$ cat src/rtl/hazard_scoreboard.sv
// D-stage hazard scoreboard: per-register result countdowns, MDU busy timer and
// EPC-before-eret interlock, with a per-cause stall report.
module hazard_scoreboard #(
    parameter int NREG        = 32,
    parameter int TW          = 3,
    parameter int MULT_CYCLES = 5,
    parameter int DIV_CYCLES  = 10,
    parameter int EPC_LAT     = 2,
    parameter int AW          = $clog2(NREG)
) (
    input  logic            clk,
    input  logic            reset,
    input  logic            freeze,
    input  logic            flush,
    input  logic            d_valid,
    input  logic [AW-1:0]   d_rs,
    input  logic [AW-1:0]   d_rt,
    input  logic [TW-1:0]   d_tuse_rs,
    input  logic [TW-1:0]   d_tuse_rt,
    input  logic [AW-1:0]   d_dst,
    input  logic [TW-1:0]   d_tnew,
    input  logic            d_md_start,
    input  logic            d_md_div,
    input  logic            d_md_access,
    input  logic            d_mtc0_epc,
    input  logic            d_eret,
    output logic            stall,
    output logic [3:0]      stall_cause,
    output logic            md_busy,
    output logic [NREG-1:0] pend_mask
);

    localparam int MD_MAX = ((DIV_CYCLES > MULT_CYCLES) ? DIV_CYCLES : MULT_CYCLES) + 1;
    localparam int MW     = $clog2(MD_MAX + 1);
    localparam int EW     = $clog2(EPC_LAT + 2);

    logic [TW-1:0] cnt_q [NREG];
    logic [TW-1:0] cnt_d [NREG];
    logic [MW-1:0] md_t_q, md_t_d;
    logic          md_in_e_q, md_in_e_d;
    logic [EW-1:0] epc_t_q, epc_t_d;
    logic          haz_rs_s, haz_rt_s, haz_md_s, haz_eret_s, issue_s;
    logic [MW-1:0] md_load_s;

    function automatic logic [MW-1:0] dec_md(input logic [MW-1:0] v);
        return (v != '0) ? (v - MW'(1)) : '0;
    endfunction

    function automatic logic [EW-1:0] dec_epc(input logic [EW-1:0] v);
        return (v != '0) ? (v - EW'(1)) : '0;
    endfunction

    // A source is late when its producer needs more cycles than the consumer can wait.
    assign haz_rs_s    = d_valid & (d_rs != '0) & (cnt_q[d_rs] > d_tuse_rs);
    assign haz_rt_s    = d_valid & (d_rt != '0) & (cnt_q[d_rt] > d_tuse_rt);
    assign haz_md_s    = d_valid & d_md_access & (md_t_q != '0);
    assign haz_eret_s  = d_valid & d_eret & (epc_t_q != '0);
    assign stall       = haz_rs_s | haz_rt_s | haz_md_s | haz_eret_s;
    assign stall_cause = {haz_eret_s, haz_md_s, haz_rt_s, haz_rs_s};
    assign md_busy     = (md_t_q != '0);
    assign issue_s     = d_valid & ~stall & ~freeze;
    assign md_load_s   = d_md_div ? MW'(DIV_CYCLES + 1) : MW'(MULT_CYCLES + 1);

    // Debug view of which registers still have a result in flight.
    always_comb begin
        for (int i = 0; i < NREG; i++) begin
            pend_mask[i] = (cnt_q[i] != '0);
        end
    end

    // Next-state: flush beats freeze, freeze beats issue/decrement.
    always_comb begin
        for (int i = 0; i < NREG; i++) begin
            cnt_d[i] = cnt_q[i];
        end
        md_t_d    = md_t_q;
        md_in_e_d = md_in_e_q;
        epc_t_d   = epc_t_q;
        if (flush) begin
            for (int i = 0; i < NREG; i++) begin
                cnt_d[i] = '0;
            end
            epc_t_d   = '0;
            md_in_e_d = 1'b0;
            // An op still in E never reached the MDU, so its timer is void.
            if (md_in_e_q) begin
                md_t_d = '0;
            end else begin
                md_t_d = dec_md(md_t_q);
            end
        end else if (!freeze) begin
            for (int i = 1; i < NREG; i++) begin
                cnt_d[i] = (issue_s && (d_dst == AW'(i))) ? d_tnew :
                           ((cnt_q[i] != '0) ? (cnt_q[i] - TW'(1)) : '0);
            end
            if (issue_s && d_md_start) begin
                md_t_d = md_load_s;
            end else begin
                md_t_d = dec_md(md_t_q);
            end
            md_in_e_d = issue_s & d_md_start;
            if (issue_s && d_mtc0_epc) begin
                epc_t_d = EW'(EPC_LAT);
            end else begin
                epc_t_d = dec_epc(epc_t_q);
            end
        end else begin
            md_in_e_d = md_in_e_q;
        end
        cnt_d[0] = '0;
    end

    // State registers with synchronous reset.
    always_ff @(posedge clk) begin
        if (reset) begin
            for (int i = 0; i < NREG; i++) begin
                cnt_q[i] <= '0;
            end
            md_t_q    <= '0;
            md_in_e_q <= 1'b0;
            epc_t_q   <= '0;
        end else begin
            for (int i = 0; i < NREG; i++) begin
                cnt_q[i] <= cnt_d[i];
            end
            md_t_q    <= md_t_d;
            md_in_e_q <= md_in_e_d;
            epc_t_q   <= epc_t_d;
        end
    end

endmodule

$ cat config.mk
export PLATFORM = sky130hd
export DESIGN_NAME = hazard_scoreboard
export DESIGN_NICKNAME = d
export VERILOG_FILES = /design/src/rtl/hazard_scoreboard.sv
export SDC_FILE = /design/constraint.sdc
export NUM_CORES = 1
export LEC_CHECK = 0
export CORE_ASPECT_RATIO = 1.25
export CORE_MARGIN = 5
export CORE_UTILIZATION = 50
export DETAILED_ROUTE_END_ITERATION = 8
export GPL_TIMING_DRIVEN = 0
export PLACE_DENSITY = 0.72
export REMOVE_ABC_BUFFERS = 1
export SLEW_MARGIN = 5
export SYNTH_ARGS = -nofsm -noshare
export SYNTH_HDL_FRONTEND = slang
export SYNTH_SLANG_ARGS = --single-unit
export TNS_END_PERCENT = 1
$ cat constraint.sdc
create_clock -name clk -period 11.98 [get_ports clk]
set_input_delay 1.797 -clock clk [delete_from_list [all_inputs] [get_ports clk]]
set_output_delay 1.797 -clock clk [all_outputs]
set_load 0.05 [all_outputs]
* Word-level counts from Yosys, hierarchy flattened
Memory sizes are Yosys's and may differ from the RTL's. Cells that the tools add are included.
Storage, ports and cells: output and inout port bits 38, word-level logic and storage cells 296, flip-flop bits (word level) 7, bits in writable memories 96, memories 1
Memories:
- cnt_q | words 32, bits a word 3, rd ports 34, clocked after memory_dff 0, wr ports 32, RTL line 37 | logic [TW-1:0] cnt_q [NREG];
Operators by class: equal/unequal tests 32, reductions and logical operators 70, muxes and demuxes 107, bitwise operators 48, order comparisons 2, add/subtract/negate cells 33
Operators by type and width (number):
- $mux 3 | 94
- $mux 93 | 2
- $reduce_bool 3->1 | 32
- $sub 3x1->3 const B | 31
- $eq 5x5->1 const B | 16
- $eq 5x4->1 const B | 8
- $or 1x1->1 | 35
- $logic_and 1x1->1 | 33
- $mux 4 | 6
- $eq 5x3->1 const B | 4
- $and 1x1->1 | 11
- $eq 5x2->1 const B | 2
- $reduce_bool 5->1 | 2
- $gt 3x3->1 | 2
- $eq 5x1->1 const B | 1
- $mux 2 | 2
- $reduce_bool 4->1 | 1
- $sub 4x1->4 const B | 1
- $mux 1 | 3
- $ne 2x1->1 const B | 1
- $not 1->1 | 2
- $reduce_bool 2->1 | 1
- $reduce_or 2->1 | 1
- $sub 2x1->2 const B | 1

* Depth between registers and ports, before layout
depth in word-level cells 14, depth in mapped cells 16, depth with buffers taken out 13

* Worst setup path before layout
No wires, ideal clock.
path kind input to output, from input d_rs[0], to output stall, stages 12, slack 4.939 ns, arrival 5.244 ns, path buffers 3, data required time 10.183 ns, cell sequence buf_2 -> buf_2 -> mux4_2 -> mux4_2 -> mux2_2 -> ha_1 -> nor2b_1 -> o21ai_0 -> a21oi_4 -> nor3_4 -> inv_1 -> clkbuf_1
Between the ends: longest elaborated chain between the ends 6, elaborated cells between the ends (all ways) 8, classes of those cells order compare (1); bitwise (5); reduce/logical (1); memory (1)
RTL lines:
- from (decl) | RTL line 16 | input logic [AW-1:0] d_rs,
- $mem_v2 32x3 or $reduce_bool 5->1 (tied branches)
- $gt 3x3->1 or $and 1x1->1 (tied branches) | RTL line 54 | assign haz_rs_s = d_valid & (d_rs != '0) & (cnt_q[d_rs] > d_tuse_rs);
- $and 1x1->1 (*) | RTL line 54
- $or 1x1->1 (*) (3 in series) | RTL line 58 | assign stall = haz_rs_s | haz_rt_s | haz_md_s | haz_eret_s;
- to (decl) | RTL line 27 | output logic stall,
Every way passes the cells marked *; elsewhere a longest branch is shown, timed or not.

* Worst setup path in the final report
from input d_rs[2], to output stall
The elaborated chain is that of the path after synthesis.

==> summary.txt <==
Outcome
  • Status: complete, no violations

Critical path
  • Crit end category: output port
  • Crit path required time: 10180 ps
  • Setup crit start kind: input pin
  • Critical path endpoint: stall
  • R2r endpoint: cnt_q[10][2]
  • R2R Setup Slk: between 7000 and 8000 ps
  • Worst-path fanout max: 18
  • Setup CP Type: input pin to output port
  • Worst path arrival time: roughly 7100 ps
  • Worst r2r src: cnt_q[30][1]
  • Crit path launch: d_rs[2]
  • Reg2reg path depth: 11

Pwr
  • Cell Pwr Density: 90.1 nW/µm²
  • Leakage power: about 3.7 nW
  • Peak supply drop: 0.0764 mV

Floorplan
  • Die height: 156 µm
  • Ports: 72
  • Core region area: 16800 µm²
  • Starting Density: 51.0%
  • Die Area: 19900 µm²
  • Chip Width: roughly 130 µm
  • Rows: 53

Global routing
  • Largest net degree at the start of global routing: 40
  • GRT Util Overall: approximately a quarter
  • Initial antenna violation count: 0
  • Number of global-route vias before repair: roughly 7.3k
  • First-pass GRT wire length: approximately 40000 µm
  • Total gr overflow: 0

Timing
  • Measured slew at the worst slew-check pin: between 1000 and 1500 ps
  • WHS: between 400 and 500 ps
  • Peak Freq: roughly 110 MHz
  • Setup TNS: 0 ps
  • Slack of the critical path: about 3100 ps
  • Final-report setup violation count: 0
  • Final Hold Vio Count: 0
  • Worst-case clock skew: between 8 and 9 ps
  • Slew headroom: 18.7%
  • Max Slew Vio Count: 0
  • RSZ-0062 raised after global routing: no
  • Crit share post-route: 74.5%
  • Final Critical Period: just under 9000 ps

Logic synthesis
  • Top-count cell post-synth: inv_1
  • Syn_area_per_cell: around 9.4 µm²
  • Cell taking the most area after synthesis: dfxtp_1
  • Most area-consuming cells after synthesis: dfxtp_1 23%, mux4_2 14%, ha_1 10%
  • Post-Syn Instances: 909
  • Synth Warn #: 0
  • Top cells by count, synth: 106 x inv_1, 100 x dfxtp_1, 70 x ha_1
  • Mapped cell area: between 8000 and 9000 µm²
  • Seq/Total Area, Yosys: about a quarter
  • Synth cell types: 54
  • Post-synth top area share: a little under a quarter
  • Synth Register Bits: 100
  • Most common flop cell mapped by yosys: dfxtp_1
  • Post-synth EDFFs: 0
  • Asr flop ratio synth: 0%

Final layout
  • Final nets: around 1.0k
  • Area delta synth->final: 13.4%
  • Fin cells: roughly 1.2k
  • Share of cells above drive strength 1: about 18%
  • Antenna cells: 0

Routing
  • Number of remaining DRC errors: 0
  • Total routed wirelength: 24700 µm
  • WL per Instance: 21.4 µm
  • Post-DR vias/cell: approximately 6.4
  • Iter 0 DRT Violations: 601
  • DR vias: ~7.4k
  • Final ANT Viol Nets: 0
  • Drt first pass iters: 5

Clock network
  • Cts bufs inserted: 9
  • CTS Sinks: 100
  • Post-CTS resize count: 0
  • Root buf cell: clkbuf_16
  • H-tree levels: 3
  • Worst-Skew Late Latency: approximately 360 ps
  • CTS tree: yes
  • CTS clk-pin slew, worst paths: around 70 ps
  • Cts hold-fix bufs: 0
  • Clock Tree Buf Depth: 2
  • Setup bufs post-CTS: 0

Worst hold path
  • HP Class: register to register

Placed design
  • Inst Count DP: between 1k and 1.5k
  • Buffers on Ports: 70
  • Setup WS pre-CTS: around 2800 ps
  • Final RePlAce weighted congestion: about 0.89
  • Hpwl dp: 17500 µm

Flow run
  • Max Cap Viol: 0
logic make-up after synthesis:
family / synth area share, %
mux: 15.7
fa+ha+maj: 10.2
compound gates: 17.8
flops: 23.3
other cells: 0.0437
xor+xnor: 0.102
simple gates: 23.8
buf+inv: 9.13
state kept, by name, indices dropped and copies added, names as in the netlist:
| register | flops |
|---|---|
| cnt_q | 93 |
| epc_t_q | 2 |
| md_in_e_q | 1 |
| md_t_q | 4 |
layer usage:
metal	track usage (%)	part of all wire, %	wire length (µm)	vias up
met5	0	0	0	-
met1	31.1	41	10100	3614
met3	3.24	5.6	1400	67
met2	42.9	49	12100	295
met4	13.9	4.3	1060	0
li1	-	-	-	3435
where the power goes:
part,total (mW),internal [mW],switching [mW]
sequential,0.355,0.342,0.0132
combinational,0.238,0.0844,0.153
clock,0.284,0.151,0.133
stage by stage:
stage	area, µm²	power, mW	util (%)
CTS	9740	0.878	57.8
finish	9740	0.877	57.8
detailed placement	9470	0.599	56.2
global placement	9170	0.581	54.5
floorplan	8200	0.501	-
global route	9740	0.909	57.8
worst min-delay path by stage:
stage	cells past startpoint	endpoint	start
global placement	2	md_in_e_q	md_in_e_q
floorplan	2	cnt_q[14][1]	cnt_q[14][1]
CTS	2	md_in_e_q	md_in_e_q
finish	2	md_in_e_q	md_in_e_q
global route	2	cnt_q[14][1]	cnt_q[14][1]
detailed placement	2	md_in_e_q	md_in_e_q
cells in the final DEF, fill, tap and decap left out, types with 5 or more instances in the layout:
cell             synthesis  final
nand3_1                 11     11
mux2_2                   8      8
nor2b_1                  7      7
nand2b_1                 5      5
inv_1                  106    105
nor3_1                  59     59
a31oi_1                  6      6
nor2_1                  18     15
nor3b_1                  5      5
a21oi_1                 44     44
ha_1                    70     70
and2_1                  34     34
a22o_1                   7      7
nor4_1                  25     25
clkdlybuf4s50_1          0     66
dfxtp_1                100    100
nor4_4                  30     30
clkbuf_16                0      9
buf_16                   0      5
a211oi_1                28     28
nand2_1                 36     35
a221o_1                 55     55
or2_2                   31     31
mux4_2                  54     54
o21ai_0                 49     49
buf_12                   1      6
area by class of cell:
class	instances	area [µm²]
Multi-Input combinational cell	631	5840
Clock inverter	2	10.0
Clock buffer	13	260
Tap cell	220	275
Inverter	106	398
Timing Repair Buffer	82	953
Sequential cell	100	2000
Fill cell	1455	7110
worst max-delay path: stages:
cell             delay [ps]
clkdlybuf4s50_1        1080
mux2_2                  410
a22o_1                  190
mux4_2                  440
mux2_2                  280
ha_1                    290
nor2b_1                 130
o21ai_0                 300
a21oi_4                 250
nor3_4                  650
inv_1                   460
clkdlybuf4s50_1         820
Note: power is estimated with default switching activity, not from simulation.
